==> config.mk <==
export PLATFORM = sky130hd
export DESIGN_NAME = ps2_rx
export DESIGN_NICKNAME = d
export VERILOG_FILES = /design/src/rtl/ps2_rx_pkg.sv /design/src/rtl/ps2_rx_sync_filter.sv /design/src/rtl/ps2_rx.sv
export SDC_FILE = /design/constraint.sdc
export NUM_CORES = 1
export LEC_CHECK = 0
export CORE_MARGIN = 2
export CORE_UTILIZATION = 55
export CTS_BUF_LIST = sky130_fd_sc_hd__clkbuf_16
export DETAILED_ROUTE_END_ITERATION = 8
export HOLD_SLACK_MARGIN = 0.03
export PLACE_DENSITY = 0.74
export REMOVE_ABC_BUFFERS = 1
export SYNTH_ARGS = -nofsm -noshare
export SYNTH_HDL_FRONTEND = slang
export SYNTH_SLANG_ARGS = --single-unit
==> constraint.sdc <==
create_clock -name clk -period 3.4 [get_ports clk]
set_clock_uncertainty 0.2 [all_clocks]
set_input_delay 0.68 -clock clk [delete_from_list [all_inputs] [get_ports clk]]
set_output_delay 0.68 -clock clk [all_outputs]
set_load 0.005 [all_outputs]
==> src/rtl/ps2_rx_pkg.sv <==
// PS/2 receiver shared definitions.
// Frame constants, scancode constants and FSM state encoding.
package ps2_rx_pkg;

    localparam int PS2_FRAME_BITS = 11;
    localparam logic [7:0] PS2_BREAK_CODE = 8'hF0;
    localparam logic [7:0] PS2_EXT_CODE = 8'hE0;

    typedef enum logic [1:0] {
        ST_IDLE   = 2'd0,
        ST_DATA   = 2'd1,
        ST_PARITY = 2'd2,
        ST_STOP   = 2'd3
    } ps2_state_t;

    // Odd parity holds when data plus parity bit carry an odd count of ones.
    function automatic logic odd_parity_ok(input logic [7:0] d, input logic p);
        return ^{d, p};
    endfunction

endpackage

==> src/rtl/ps2_rx_sync_filter.sv <==
// PS/2 clock pin conditioning.
// Two-flop synchroniser, stable-level deglitch filter and falling-edge pulse.
module ps2_rx_sync_filter #(
    parameter int FILTER_LEN = 8
) (
    input  logic clk,
    input  logic rst_n,
    input  logic raw,
    output logic fall
);

    localparam int FW = $clog2(FILTER_LEN + 1);

    logic          sync1;
    logic          sync2;
    logic          filt;
    logic          filt_prev;
    logic [FW-1:0] cnt;

    // Synchronise, then let the filtered level follow only after a stable run.
    always_ff @(posedge clk or negedge rst_n) begin
        if (!rst_n) begin
            sync1     <= 1'b1;
            sync2     <= 1'b1;
            filt      <= 1'b1;
            filt_prev <= 1'b1;
            cnt       <= '0;
        end else begin
            sync1     <= raw;
            sync2     <= sync1;
            filt_prev <= filt;
            if (sync2 != filt) begin
                if (cnt == FW'(FILTER_LEN - 1)) begin
                    filt <= sync2;
                    cnt  <= '0;
                end else begin
                    cnt <= cnt + FW'(1);
                end
            end else begin
                cnt <= '0;
            end
        end
    end

    assign fall = filt_prev & ~filt;

endmodule

==> src/rtl/ps2_rx.sv <==
// PS/2 device-to-host receiver.
// Samples frames on filtered clock falls, checks framing/parity, times out stalls.
module ps2_rx
    import ps2_rx_pkg::*;
#(
    parameter int FILTER_LEN     = 8,
    parameter int TIMEOUT_CYCLES = 100000
) (
    input  logic       clk,
    input  logic       i_rst_n,
    input  logic       i_ps2_clk,
    input  logic       i_ps2_data,
    output logic [7:0] o_byte,
    output logic       o_byte_en,
    output logic       o_parity_err,
    output logic       o_frame_err
);

    localparam int TW = $clog2(TIMEOUT_CYCLES);

    ps2_state_t    state;
    logic [7:0]    shreg;
    logic [2:0]    cnt;
    logic          par;
    logic [TW-1:0] tmo;
    logic          fall;
    logic          data_s1;
    logic          data_s2;

    ps2_rx_sync_filter #(
        .FILTER_LEN(FILTER_LEN)
    ) u_clk_filter (
        .clk  (clk),
        .rst_n(i_rst_n),
        .raw  (i_ps2_clk),
        .fall (fall)
    );

    // Data pin only needs synchronising; it is sampled well inside the bit.
    always_ff @(posedge clk or negedge i_rst_n) begin
        if (!i_rst_n) begin
            data_s1 <= 1'b1;
            data_s2 <= 1'b1;
        end else begin
            data_s1 <= i_ps2_data;
            data_s2 <= data_s1;
        end
    end

    // Frame FSM with stall timeout; strobes are registered one-cycle pulses.
    always_ff @(posedge clk or negedge i_rst_n) begin
        if (!i_rst_n) begin
            state        <= ST_IDLE;
            shreg        <= '0;
            cnt          <= '0;
            par          <= 1'b0;
            tmo          <= '0;
            o_byte       <= '0;
            o_byte_en    <= 1'b0;
            o_parity_err <= 1'b0;
            o_frame_err  <= 1'b0;
        end else begin
            o_byte_en    <= 1'b0;
            o_parity_err <= 1'b0;
            o_frame_err  <= 1'b0;
            if (state == ST_IDLE) begin
                tmo <= '0;
                if (fall && !data_s2) begin
                    state <= ST_DATA;
                    cnt   <= '0;
                end
            end else if (fall) begin
                tmo <= '0;
                unique case (state)
                    ST_DATA: begin
                        shreg <= {data_s2, shreg[7:1]};
                        cnt   <= cnt + 3'd1;
                        if (cnt == 3'd7) begin
                            state <= ST_PARITY;
                        end
                    end
                    ST_PARITY: begin
                        par   <= data_s2;
                        state <= ST_STOP;
                    end
                    default: begin
                        state <= ST_IDLE;
                        if (!data_s2) begin
                            o_frame_err <= 1'b1;
                        end else if (!odd_parity_ok(shreg, par)) begin
                            o_parity_err <= 1'b1;
                        end else begin
                            o_byte    <= shreg;
                            o_byte_en <= 1'b1;
                        end
                    end
                endcase
            end else if (tmo == TW'(TIMEOUT_CYCLES - 1)) begin
                o_frame_err <= 1'b1;
                state       <= ST_IDLE;
                shreg       <= '0;
                cnt         <= '0;
                tmo         <= '0;
            end else begin
                tmo <= tmo + TW'(1);
            end
        end
    end

endmodule

Word-level counts from Yosys, hierarchy flattened
Cells that the tools add are included.
W data, S select, Z words.
{ "word_totals": {"wordCells": 80, "mem_bits_rw": 0, "output_inout_bits": 11, "in_bits": 4, "memories": 0, "romBits": 0, "latchBits": 0, "ff_bits": 52} }
{ "op_classes": {"div": 0, "shift": 0, "multipliers": 0, "n_reduce_logical": 13, "n_eq_ne": 10, "mux": 34, "n_bitwise": 4, "addsub": 3, "magnitude_cmp": 0} }
{ "ops": {"columns": ["cell", "count"], "rows": [
  ["$mux W17", 3],
  ["$mux W8", 3],
  ["$add A17 B1 Y17 const B", 1],
  ["$eq A17 B17 Y1 const B", 1],
  ["$mux W1", 15],
  ["$mux W3", 5],
  ["$reduce_and A3 Y1", 4],
  ["$mux W2", 5],
  ["$reduce_xor A9 Y1", 1],
  ["$mux W4", 2],
  ["$reduce_and A5 Y1", 1],
  ["$add A4 B1 Y4 const B", 1],
  ["$eq A4 B3 Y1 const B", 1],
  ["$ne A2 B1 Y1 const B", 2],
  ["$ne A4 B4 Y1 const B", 1],
  ["$pmux W2 S2", 1],
  ["$add A3 B1 Y3 const B", 1],
  ["$eq A3 B3 Y1 const B", 1],
  ["$ne A3 B1 Y1 const B", 1],
  ["$not A1 Y1", 3],
  ["$reduce_bool A3 Y1", 1],
  ["$eq A2 B1 Y1 const B", 1],
  ["$eq A2 B2 Y1 const B", 1],
  ["$logic_not A2 Y1", 1],
  ["other kinds (7)", 7]
]} }

Depth between registers and ports, before layout
Gate-level depths: netlist of run 1.
{ "logic_depth": {"word_depth": 6, "depth_mapped": 8, "mapped_depth_nobuf": 6} }

Modules after synthesis
A second synthesis of run 1 with hierarchy kept.
{ "unflattened": {"cells_unflattened": 194, "area_unflattened_um2": 2368.5} }
{ "by_module_without_submodules": {"columns": ["mod", "seq_area_each_um2", "area_each_um2", "cells_per_inst", "n_inst"], "rows": [
  ["ps2_rx", 1103.6, 2047.0, 173, 1],
  ["ps2_rx_sync_filter", 205.2, 321.6, 21, 1]
]} }

Worst setup path before layout of run 1
OpenSTA, ideal clock, no wires.
{ "synth_path": {"path_type": "register -> register", "startpoint": "register tmo[0]", "endpoint": "register tmo[13]", "arrival_ns": 1.877, "stages_incl_launch_ff": 9, "path_buffers": 3, "period_less_slack_ns": 2.148, "path_slack_ns": 1.252, "t_required_ns": 3.129, "setup_time_ns": 0.071, "cell_sequence": "dfrtp_1 ha_1 and4_1 clkbuf_1 and4_1 or3_1 clkbuf_1 buf_2 nor2_1"} }
{ "synth_between": {"elab_chain_len": 4, "elab_cells_between_ends": 5, "cone_classes": "1 x add/sub; 1 x eq/ne; 3 x mux"} }
{ "synth_rtl": {"columns": ["element", "line", "text"], "rows": [
  ["from (decl)", "ps2_rx.sv:25", "logic [TW-1:0] tmo;"],
  ["from (signal assigned)", "ps2_rx.sv:105", "tmo <= tmo + TW'(1);"],
  ["$add A17 B1 Y17 / $eq A17 B17 Y1 (equally long branches)", "ps2_rx.sv:105, ps2_rx.sv:98", null],
  ["$mux W17 *", "ps2_rx.sv:98", "end else if (tmo == TW'(TIMEOUT_CYCLES - 1)) begin"],
  ["$mux W17 *", "ps2_rx.sv:72", "end else if (fall) begin"],
  ["$mux W17 *", "ps2_rx.sv:66", "if (state == ST_IDLE) begin"]
]} }
Every way passes the cells marked *; elsewhere a longest branch is shown, timed or not.
A chain may end at the register's enable or synchronous reset.

Final worst setup path of run 1
{ "layout_path": {"startpoint": "register state[1]", "endpoint": "register state[0]"} }
{ "layout_between": {"elab_chain_len": 4, "elab_cells_between_ends": 10, "cone_classes": "4 x eq/ne; 3 x mux; 3 x reduce/logical"} }
{ "layout_rtl": {"columns": ["element", "line", "text"], "rows": [
  ["from (decl)", "ps2_rx.sv:21", "ps2_state_t state;"],
  ["from (signal assigned)", "ps2_rx.sv:53", "state <= ST_IDLE;"],
  ["from (signal assigned)", "ps2_rx.sv:69", "state <= ST_DATA;"],
  ["from (signal assigned)", "ps2_rx.sv:79", "state <= ST_PARITY;"],
  ["$eq A2 B2 Y1 / $eq A2 B1 Y1 (equally long branches)", "ps2_rx.sv:74", "unique case (state)"],
  ["$pmux W2 S2", "ps2_rx.sv:74", null],
  ["$mux W2", "ps2_rx.sv:72", null],
  ["$mux W2", "ps2_rx.sv:66", null]
]} }
Parallel ways exist; a longest one is shown, timed or not.

==> run metrics, run 1 <==
Lkg Pwr 1.29 nW; PD cells 690 nW/um^2; nets@finish 268; Clock Path Buffers 2; mapped cell area 2560 um^2; fillers 330; DR vias/cell 5.70; commonest cells after routing, fill and taps aside dfrtp_1, nor2_1, a21oi_1, nand2_1, clkdlybuf4s50_1; Post-DP HPWL 2790 um; final WL 4250 um; max frequency 0.376 GHz; Syn Area/Cell 10.6 um^2; Tmin final 2660 ps; Sw Ratio 0.297; remaining antenna violation count after routing 0; clock network power share 0.348; CTS H-tree lvls 2; TNS Setup 0 ps; Clock transition at path regs 60 ps; relative slew slack 0.300; first-pass GRT wire length 7860 um; Final period util 0.782; layout cells sized above 1 0.113; worst slew pin tran 1050 ps; Syn. warnings 0; WL/cell 13.8 um; Site Rows 24; commonest non-fill, non-tap cell in the layout dfrtp_1; Seq cells post-synth 52; sequential share of power 0.392; hold depth 0; worst min-delay path class flip-flop to flip-flop; IO buf count 14; via count 1755; Antenna Cells 0; post-route cell area 2950 um^2; crit path launch type flip-flop; Crit path arrival time 2650 ps; MaxCap Viol Count 0; drt first-iter violations 82; CTS Hold Buffers Added 0; DRC Markers 0; Crit Path Max Fanout 21; core area 4410 um^2; total iterations of the first detailed-routing run 4; Initial Util 0.581; Worst-Skew Late Latency 290 ps; Psw 606 uW; Layout area overhead 15.2%; final setup fails 0; GRT overflow 0; initial antenna violation count 0; Placer Congestion 0.811; Cells after DPL 300; cell internal pwr 1.43 mW; TritonCTS clock tree built; largest net degree at the start of global routing 51; worst path required time 3390 ps; Combinational Power Share 0.260; Post-Synthesis Cells 242; dpl cell area 2740 um^2; IO Count 15; Crit Path Class flip-flop to flip-flop; die height 72.3 um; # clock sinks 52; Post-CTS Resized 0; Worst Setup End Kind flip-flop; Root Buffer clkbuf_16; GRT Overall Usage 0.192; worst vdd ir 0.436 mV; Die Width 72.3 um; Worst Reg-to-Reg Cells 5; Slew Viols, Final 0; status complete, no violations; Final Hold Viols 0; RSZ-0062 raised after global routing no; vias in the first global route 1756; die area 5220 um^2; postcts setup bufs 0; Netlist cell types 35; number of buffers created by CTS 5; sequential element share of the synthesized area 0.510; Finished Layout Cells 308; Min Hold Slack 156 ps
[critical path: stages, from the launching register on]
cell      delay [ps]
dfrtp_1          450
inv_1             90
ha_1             410
nor3b_1          720
o21ai_0          370
a311oi_1         330
[through the flow]
stage	util	setup WS, ps	total power, mW
after global routing	0.669	427	2.17
final	0.669	742	2.04
after CTS	0.669	702	2.06
after floorplan	-	1300	1.20
after detailed placement	0.620	791	1.34
after global placement	0.620	847	1.33
[area by class of cell]
cell class	count	area (um^2)	area share
inverter	5	18.8	0.00635
clock inverter	3	90.1	0.0305
tap	52	65.1	0.0220
timing repair buffer	16	150	0.0508
sequential	52	1310	0.443
multi-input combinational	175	1200	0.405
clock buffer	5	125	0.0424
[logic make-up after synthesis]
| group | synth area share |
|---|---|
| AOI/OAI and AO/OA | 0.0737 |
| xor gates and xnor gates | 0.0825 |
| adders and majority gates | 0.0439 |
| buffers and inverters | 0.0229 |
| DFF | 0.510 |
| muxes | 0.0527 |
| and+or+nand+nor | 0.214 |
[layer usage]
layer  GRT usage  wire [um]  up-vias
li1            -          -      874
met1       0.250       1970      856
met2       0.325       2110       20
met3      0.0431        124        5
met4      0.0545         48        0
met5           0          0        -
[power groups by stage]
| stage | clock network (mW) | registers, mW | logic [mW] |
|---|---|---|---|
| finish | 0.710 | 0.799 | 0.530 |
| global route | 0.753 | 0.817 | 0.604 |
| CTS | 0.728 | 0.799 | 0.535 |
| detailed placement | 0 | 0.808 | 0.534 |
| global placement | 0 | 0.807 | 0.521 |
| floorplan | 0 | 0.788 | 0.413 |
[Yosys cell counts]
| master | instances | area [um^2] |
|---|---|---|
| a21oi_1 | 20 | 100 |
| a311oi_1 | 1 | 8.76 |
| and3_1 | 1 | 6.26 |
| and4_1 | 6 | 52.6 |
| buf_2 | 1 | 5.00 |
| clkbuf_1 | 8 | 30.0 |
| clkbuf_2 | 1 | 5.00 |
| dfrtp_1 | 46 | 1150 |
| dfstp_2 | 6 | 158 |
| ha_1 | 9 | 113 |
| inv_1 | 5 | 18.8 |
| mux2_2 | 10 | 113 |
| mux2i_4 | 1 | 22.5 |
| nand2_1 | 17 | 63.8 |
| nand2b_1 | 8 | 50.1 |
| nand3_1 | 12 | 60.1 |
| nand3b_1 | 9 | 67.6 |
| nand4_1 | 4 | 25.0 |
| nor2_1 | 21 | 78.8 |
| nor2b_1 | 2 | 12.5 |
| nor3_1 | 6 | 30.0 |
| nor3b_1 | 1 | 7.51 |
| nor3b_2 | 1 | 12.5 |
| nor4_1 | 1 | 6.26 |
| nor4b_1 | 2 | 17.5 |
| nor4bb_1 | 3 | 30.0 |
| o21ai_0 | 12 | 60.1 |
| o22ai_1 | 2 | 12.5 |
| o31ai_1 | 1 | 7.51 |
| or2b_1 | 1 | 7.51 |
| or3_1 | 2 | 12.5 |
| or4_1 | 1 | 7.51 |
| xnor2_1 | 10 | 87.6 |
| xnor3_1 | 2 | 45.0 |
| xor2_1 | 9 | 78.8 |
[path summary, 6_finish.rpt]
check / start / endpoint / slack [ps]
worst max register to register: state[1] / state[0] / 740
max in group asynchronous: i_rst_n / u_clk_filter.sync2 / 1890
worst min-delay path: data_s1 / data_s2 / 160
worst min register to register: data_s1 / data_s2 / 160
worst max-delay path: state[1] / state[0] / 740
min in group asynchronous: i_rst_n / shreg[4] / 380
[sequential cells by signal, indices dropped and copies added (netlist names)]
signal,cells
u_clk_filter.filt_prev,1
data_s2,1
u_clk_filter.cnt,4
u_clk_filter.sync2,1
o_byte,8
shreg,8
o_byte_en,1
cnt,3
data_s1,1
u_clk_filter.filt,1
par,1
o_parity_err,1
o_frame_err,1
state,2
tmo,17
u_clk_filter.sync1,1
(Power assumes the default switching activity.)
==> run 2, diff against run 1 <==
- clock period: 3.4 -> 2.65 ns (I/O delays scaled with it)
==> run metrics, run 2 (synthesis gave the netlist of run 1 again) <==
status complete, no violations; CTS Hold Buffers Added 0 (unchanged); crit path from tmo[0]; number of buffers created by CTS 5 (unchanged); via count 1790 (+2.0%); TritonCTS clock tree built; die area 5220 um^2 (unchanged); worst min-delay path class input pin to asynchronous set/reset pin; DR vias/cell 5.76 (+1.0%); drt first-iter violations 119 (+45%); Worst-Skew Late Latency 280 ps (about the same); Worst Setup End Kind flip-flop; GRT overflow 0 (unchanged); Crit path arrival time 2350 ps (-300 ps); worst vdd ir 0.644 mV (+48%); RSZ-0062 raised after global routing no; Crit Path Class flip-flop to flip-flop; fillers 342 (+3.6%); TNS Setup 0 ps (unchanged); Slew Viols, Final 0 (unchanged); first-pass GRT wire length 7590 um (-3.4%); Final Hold Viols 0 (unchanged); CP max stage delay 590 ps (-130 ps); Crit-path slowest cell or3_1; CP dominant cell by count and4_1; MaxCap Viol Count 0 (unchanged); initial antenna violation count 0 (unchanged); Crit Path Max Fanout 17 (-19%); post-layout util 0.661 (-0.00822); max FFs per register 17 (unchanged); final setup fails 0 (unchanged); Root Buffer clkbuf_16; GRT Overall Usage 0.185 (-0.00724); Site Rows 24 (unchanged); Initial Util 0.581 (unchanged); Antenna Cells 0 (unchanged); # clock sinks 52 (unchanged); DRC Markers 0 (unchanged); Final period util 0.887 (+0.106); PD cells 809 nW/um^2 (+17%); max frequency 0.425 GHz (+13%); remaining antenna violation count after routing 0 (unchanged); Clock transition at path regs 70 ps (about the same); Tmin final 2350 ps (-306 ps); total power 2.36 mW (+16%); postcts setup bufs 0 (unchanged); nets@finish 271 (+1.1%); worst slew pin tran 569 ps (-482 ps); IO buf count 14 (unchanged); worst r2r src tmo[0]; largest net degree at the start of global routing 30 (-41%); Clock Path Buffers 2 (unchanged); crit path launch type flip-flop; total iterations of the first detailed-routing run 4 (unchanged); IO Count 15 (unchanged); commonest cells after routing, fill and taps aside dfrtp_1, nor2_1, a21oi_1, nand2_1, clkdlybuf4s50_1; final WL 4290 um (+0.82%); Layout area overhead 13.8%; vias in the first global route 1642 (-6.5%); Die Width 72.3 um (unchanged); Placer Congestion 0.816 (+0.68%); relative slew slack 0.621 (+0.321); commonest non-fill, non-tap cell in the layout dfrtp_1; core area 4410 um^2 (unchanged); WL/cell 13.8 um (-0.15%); die height 72.3 um (unchanged); Lkg Pwr 1.28 nW (-0.83%); layout cells sized above 1 0.124 (+0.0103); CP Cell Sequence ha_1 -> and4_1 -> and4_1 -> or3_1 -> a21oi_1; CTS H-tree lvls 2 (unchanged); Largest Register tmo; worst path required time 2650 ps (-740 ps); Post-DP HPWL 3000 um (+7.2%); Post-CTS Resized 0 (unchanged); Top Registers tmo: 17 flops, o_byte: 8 flops, shreg: 8 flops
-- run 2: report_power, final --
part / leakage (nW) / switching, mW / internal (mW)
clock network: 0.0736 / 0.270 / 0.348
registers: 0.684 / 0.118 / 0.912
logic: 0.523 / 0.398 / 0.313
total: 1.28 / 0.787 / 1.57
-- run 2: area by class of cell --
cell class / count / area [um^2] / area share
clock buffer: 5 / 125 / 0.0429
clock inverter: 3 / 18.8 / 0.00643
inverter: 5 / 18.8 / 0.00643
multi-input combinational: 175 / 1200 / 0.410
sequential: 52 / 1310 / 0.449
tap: 52 / 65.1 / 0.0223
timing repair buffer: 19 / 185 / 0.0635
-- run 2: path summary, 6_finish.rpt --
check / to / slack (ps) / depth (start not counted)
worst max-delay path: tmo[15] / 300 / 5
worst min-delay path: o_byte[6] / 40 / 1
min in group clk: data_s2 / 150 / 0
worst min register to register: data_s2 / 150 / 0
worst max register to register: tmo[15] / 300 / 5
max in group asynchronous: u_clk_filter.sync1 / 1600 / 2
-- run 2: through the flow --
stage	area (um^2)	instances	setup WS [ps]	hold WS [ps]
finish	2920	311	299	35.1
global route	2920	311	81.3	83.6
CTS	2920	311	268	50.5
detailed placement	2770	303	278	148
global placement	2770	303	339	146
floorplan	2520	232	548	34.4
-- run 2: worst max-delay path: cells and delay by family, from the launching register on --
kind / cells / cell delay [ps]
compound gates: 1 / 200
fa+ha+maj: 1 / 250
simple gates: 3 / 1200
flops: 1 / 410
-- run 2: layer usage --
metal / GRT usage / wire, um / vias to the layer above
li1: - / - / 874
met1: 0.244 / 2070 / 892
met2: 0.310 / 2070 / 19
met3: 0.0375 / 93 / 5
met4: 0.0566 / 54 / 0
met5: 0 / 0 / -
